`src/rtl/duck_round_ctl.sv`:
```
//------------------------------------------------------------------------------
// duck_round_ctl : round sequencer for the duck-hunt game stage
//                  (intro, timed hunt rounds, pauses, scoring, game over)
// Revision: 1.0
//------------------------------------------------------------------------------
`default_nettype none

module duck_round_ctl #(
  parameter int INTRO_CYCLES = 2_000_000,
  parameter int ROUND_CYCLES = 6_500_000,
  parameter int PAUSE_CYCLES = 1_000_000,
  parameter int MAX_ROUNDS   = 10
) (
  input  logic       clk,
  input  logic       rst,
  input  logic       game_enable,
  input  logic       duck_killed,
  input  logic       bullets_empty,
  output logic       hunt_start,
  output logic       duck_escaped,
  output logic [6:0] enemy_score,
  output logic [6:0] hits,
  output logic [6:0] round_num,
  output logic       game_over
);

  typedef enum logic [2:0] {
    S_IDLE  = 3'd0,
    S_INTRO = 3'd1,
    S_HUNT  = 3'd2,
    S_PAUSE = 3'd3,
    S_DONE  = 3'd4
  } state_t;

  localparam logic [22:0] INTRO_LAST = 23'(INTRO_CYCLES - 1);
  localparam logic [22:0] ROUND_LAST = 23'(ROUND_CYCLES - 1);
  localparam logic [22:0] PAUSE_LAST = 23'(PAUSE_CYCLES - 1);
  localparam logic [22:0] TIMER_MAX  = '1;
  localparam logic [6:0]  ROUND_MAX  = 7'(MAX_ROUNDS);
  localparam logic [6:0]  SCORE_MAX  = 7'd99;

  state_t      state_q, state_d;
  logic [22:0] timer_q, timer_d;
  logic [6:0]  score_q, score_d;
  logic [6:0]  hits_q, hits_d;
  logic [6:0]  round_q, round_d;
  logic        hunt_q, hunt_d;
  logic        esc_q, esc_d;
  logic        over_q, over_d;

  always_comb begin
    state_d = state_q;
    timer_d = (timer_q == TIMER_MAX) ? timer_q : timer_q + 23'd1;
    score_d = score_q;
    hits_d  = hits_q;
    round_d = round_q;
    esc_d   = 1'b0;

    // Dropping game_enable abandons everything but keeps the scores visible.
    if (!game_enable) begin
      state_d = S_IDLE;
    end else begin
      case (state_q)
        S_IDLE: begin
          state_d = S_INTRO;
          score_d = '0;
          hits_d  = '0;
          round_d = '0;
        end
        S_INTRO: begin
          if (timer_q == INTRO_LAST) begin
            state_d = S_HUNT;
            round_d = (round_q < ROUND_MAX) ? round_q + 7'd1 : round_q;
          end
        end
        S_HUNT: begin
          // A kill wins over a same-cycle escape condition.
          if (duck_killed) begin
            state_d = S_PAUSE;
            hits_d  = (hits_q < SCORE_MAX) ? hits_q + 7'd1 : hits_q;
          end else if (bullets_empty || timer_q == ROUND_LAST) begin
            state_d = S_PAUSE;
            esc_d   = 1'b1;
            score_d = (score_q < SCORE_MAX) ? score_q + 7'd1 : score_q;
          end
        end
        S_PAUSE: begin
          if (timer_q == PAUSE_LAST) begin
            if (round_q >= ROUND_MAX || bullets_empty) begin
              state_d = S_DONE;
            end else begin
              state_d = S_HUNT;
              round_d = round_q + 7'd1;
            end
          end
        end
        S_DONE:  state_d = S_DONE;
        default: state_d = S_IDLE;
      endcase
    end

    if (state_d != state_q || state_d == S_IDLE || state_d == S_DONE) begin
      timer_d = '0;
    end

    hunt_d = (state_d == S_HUNT);
    over_d = (state_d == S_DONE);
  end

  always_ff @(posedge clk) begin
    if (rst) begin
      state_q <= S_IDLE;
      timer_q <= '0;
      score_q <= '0;
      hits_q  <= '0;
      round_q <= '0;
      hunt_q  <= 1'b0;
      esc_q   <= 1'b0;
      over_q  <= 1'b0;
    end else begin
      state_q <= state_d;
      timer_q <= timer_d;
      score_q <= score_d;
      hits_q  <= hits_d;
      round_q <= round_d;
      hunt_q  <= hunt_d;
      esc_q   <= esc_d;
      over_q  <= over_d;
    end
  end

  assign hunt_start   = hunt_q;
  assign duck_escaped = esc_q;
  assign enemy_score  = score_q;
  assign hits         = hits_q;
  assign round_num    = round_q;
  assign game_over    = over_q;

endmodule

`default_nettype wire

```
`config.mk`:
```
export PLATFORM = sky130hd
export DESIGN_NAME = duck_round_ctl
export DESIGN_NICKNAME = d
export VERILOG_FILES = /design/src/rtl/duck_round_ctl.sv
export SDC_FILE = /design/constraint.sdc
export NUM_CORES = 1
export LEC_CHECK = 0
export CAP_MARGIN = 15
export CORE_ASPECT_RATIO = 1.25
export CORE_MARGIN = 10
export CORE_UTILIZATION = 62
export CTS_BUF_LIST = sky130_fd_sc_hd__clkbuf_8
export CTS_CLUSTER_SIZE = 25
export DETAILED_ROUTE_END_ITERATION = 6
export PLACE_DENSITY = 0.95
export SYNTH_ARGS = -nofsm -noshare
export SYNTH_HDL_FRONTEND = slang
export SYNTH_SLANG_ARGS = --single-unit
```
`constraint.sdc`:
```
create_clock -name clk -period 8.3 [get_ports clk]
set_input_delay 1.66 -clock clk [delete_from_list [all_inputs] [get_ports clk]]
set_output_delay 1.66 -clock clk [all_outputs]
set_load 0.05 [all_outputs]
```
==> impl_metrics.py <==
metrics = {
    "outcome": {
        "status": "complete, no violations",
    },
    "grt": {
        "grt_pass1_vias": 2152,
        "grt_use_met3_pct": 4.10,
        "grt_max_degree": 24,
        "grtUsageTotal_pct": 15.8,
        "gr-total-overflow": 0,
        "met2_usage_pct": 29.2,
        "grt_busiest_layer": "met2",
        "use_met1_pct": 16.5,
        "grt_pass1_wl_microns": 9670,
        "antenna_found_initial": 0,
    },
    "setup_path": {
        "cp_slowest_cell": "or4_2",
        "required_ns": 8.51,
        "cp-end-kind": "flop",
        "crit_chain": "clkdlybuf4s50_1 -> or4_2 -> or4b_4 -> o211ai_2 -> o21bai_4 -> a311oi_1",
        "critPathLaunchType": "primary input",
        "r2r_setup_slack_ns": 5.48,
        "arrival_ns": 3.70,
        "crit_type": "primary input to flop",
        "cpPeakStageDelay_ns": 0.69,
        "worstPathMaxFanout": 23,
    },
    "placed_design": {
        "dpl_cell_area_sq_mm": 0.00287,
        "routabilityCongestion": 0.840,
        "portBuffers": 28,
        "dpl.cell_count": 374,
        "dp_hpwl_microns": 4350,
    },
    "floorplan": {
        "initial_utilization_pct": 63.3,
        "core_area_sq_mm": 0.00407,
        "dieHeight_microns": 92.0,
        "io_pins": 29,
        "num_rows": 26,
        "dieArea_sq_mm": 0.00714,
        "dieWidth_microns": 77.6,
    },
    "sta": {
        "min_period_ns": 3.49,
        "rsz0062_at_grt": "false",
        "fmax_ghz": 0.287,
        "hold_ws_ns": 0.478,
        "slew_headroom_pct": 33.5,
        "timing.final.crit_share_pct": 42.0,
        "setup_tns_ns": 0,
        "clock_skew_ns": 0.00567,
        "hold_viol": 0,
        "drv_slew": 0,
        "worst_pin_slew_ns": 0.993,
        "finalSetupViolCount": 0,
    },
    "finish": {
        "final_cells": 382,
        "antenna_cells": 0,
        "nNetsFinal": 335,
        "final_core_utilization_pct": 73.2,
        "synthToLayoutAreaGrowth_pct": 15.7,
        "drive_above_1_share_pct": 7.98,
        "finalInstanceArea_sq_mm": 0.00298,
    },
    "logic_synthesis": {
        "yosys_warnings": 0,
        "synth-seq-area-share_pct": 38.9,
        "synth_ff_type": "dfxtp_1",
        "syn_inst": 301,
        "synth_cell_types": 53,
        "synth_area_sq_mm": 0.00257,
        "synth_edf_count": 0,
        "avgSynthCellArea_sq_um": 8.55,
        "ys_ff_latch": 50,
        "ys_async_sr_fraction_pct": 0,
        "synthesis.nets": 311,
    },
    "clocking": {
        "cts_tree": "yes",
        "cts_resized": 0,
        "clock_sinks": 50,
        "h-tree-depth": 2,
        "cts_root_buffer": "clkbuf_8",
        "clk_pin_slew_ns": 0.09,
        "post_cts_buffers": 0,
        "clock_latency_ns": 0.30,
        "clock_path_buffers": 2,
        "cts_buffers": 5,
        "postCtsHoldBufs": 0,
    },
    "pwr": {
        "p_int_mw": 0.337,
        "seq_power_share_pct": 56.3,
        "powerDensity_mw_per_mm2": 144,
        "ir_drop_mv": 0.117,
        "power_frac_clock_pct": 39.0,
        "p_sw_mw": 0.0930,
        "swShare_pct": 21.6,
        "p_leak_nw": 1.04,
        "p_comb_share_pct": 4.7,
    },
    "drt": {
        "wl_per_cell_microns": 14.9,
        "routed_wl_microns": 5710,
        "drtAntennaViolNets": 0,
        "route.detailed.drc": 0,
        "num_vias": 2285,
        "drtPass1Iterations": 5,
        "drtIter0Drc": 127,
        "vias_per_cell": 5.98,
    },
    "flow_run": {
        "cap_violations": 0,
    },
    "hold_path": {
        "hold_class": "flop to flop",
    },
}
==> power by group through the flow <==
| stage | logic, mW | registers [mW] | clock network, mW |
|---|---|---|---|
| after floorplan | 0.0116 | 0.249 | 0 |
| after CTS | 0.0202 | 0.242 | 0.170 |
| after detailed placement | 0.0201 | 0.248 | 0 |
| after global placement | 0.0194 | 0.248 | 0 |
| final | 0.0202 | 0.242 | 0.168 |
| after global routing | 0.0221 | 0.242 | 0.177 |
==> layout by cell type (no fill, tap or decap), types with 6 or more instances in the layout <==
cell type        instances
dfxtp_1                 50
nor2_1                  40
clkdlybuf4s50_1         28
nand2_1                 18
nand3_1                 17
xor2_1                  17
nand4_1                 15
and3_1                  12
nor3_1                  11
inv_1                    8
and2_1                   8
o21ai_0                  6
a21oi_1                  6
xnor2_1                  6
==> layout make-up <==
cell class,instances,area [sq um]
inverters,8,30.0
multi-input cells,231,1480
well taps,56,70.1
repair buffers,29,288
flip-flops and latches,50,1000
clock inverters,3,40.0
clock buffers,5,68.8
fillers,291,1090
==> logic make-up after synthesis <==
logic type,Yosys count,share of synthesized area [%]
flip-flops,50,38.9
adder cells (fa/ha/maj),5,2.43
multiplexers,3,1.17
AND/OR/NAND/NOR,165,35.7
AO/OA/AOI/OAI,35,10.3
buffers and inverters,20,3.65
XOR/XNOR,23,7.83
==> cells in the mapped netlist, types with 5 or more instances <==
cell type | count | area (sq um)
dfxtp_1 | 50 | 1000
nor2_1 | 40 | 150
nand2_1 | 18 | 67.6
nand3_1 | 17 | 85.1
xor2_1 | 17 | 149
nand4_1 | 15 | 93.8
and3_1 | 12 | 75.1
nor3_1 | 11 | 55.1
clkbuf_1 | 10 | 37.5
and2_1 | 8 | 50.1
inv_1 | 8 | 30.0
a21oi_1 | 6 | 30.0
o21ai_0 | 6 | 30.0
xnor2_1 | 6 | 52.6
and4_1 | 5 | 43.8
ha_1 | 5 | 62.6
nor2_2 | 5 | 31.3
==> worst paths after layout <==
check                                    from           end  cells after the start
worst max-delay path            bullets_empty   timer_q[16]                      6
worst max register to register    timer_q[13]   timer_q[20]                      6
worst min-delay path             round_num[6]  round_num[6]                      1
worst min register to register   round_num[6]  round_num[6]                      1
==> registers in the layout, summed over array words and instances, names as in the netlist <==
name,cells
game_over,1
round_num,7
hunt_start,1
hits,7
duck_escaped,1
enemy_score,7
state_q,3
timer_q,23
==> routing by layer <==
metal,vias to the layer above,share of wire [%]
met3,14,5.4
met1,1079,40
li1,1128,-
met5,-,0
met4,0,2.1
met2,64,53
==> per-stage QoR <==
step	setup slack [ns]	power [mW]
3_3_place_gp	4.56	0.267
3_5_place_dp	4.49	0.268
5_1_grt	4.66	0.442
4_1_cts	4.81	0.432
2_1_floorplan	5.14	0.261
6_report	4.81	0.430
==> critical path: cells and delay by family <==
family | cells | cell delay [ns]
AND/OR/NAND/NOR | 2 | 0.93
buffers and inverters | 1 | 0.43
AO/OA/AOI/OAI | 3 | 0.67
No activity file was read; power rests on OpenSTA's default activity.
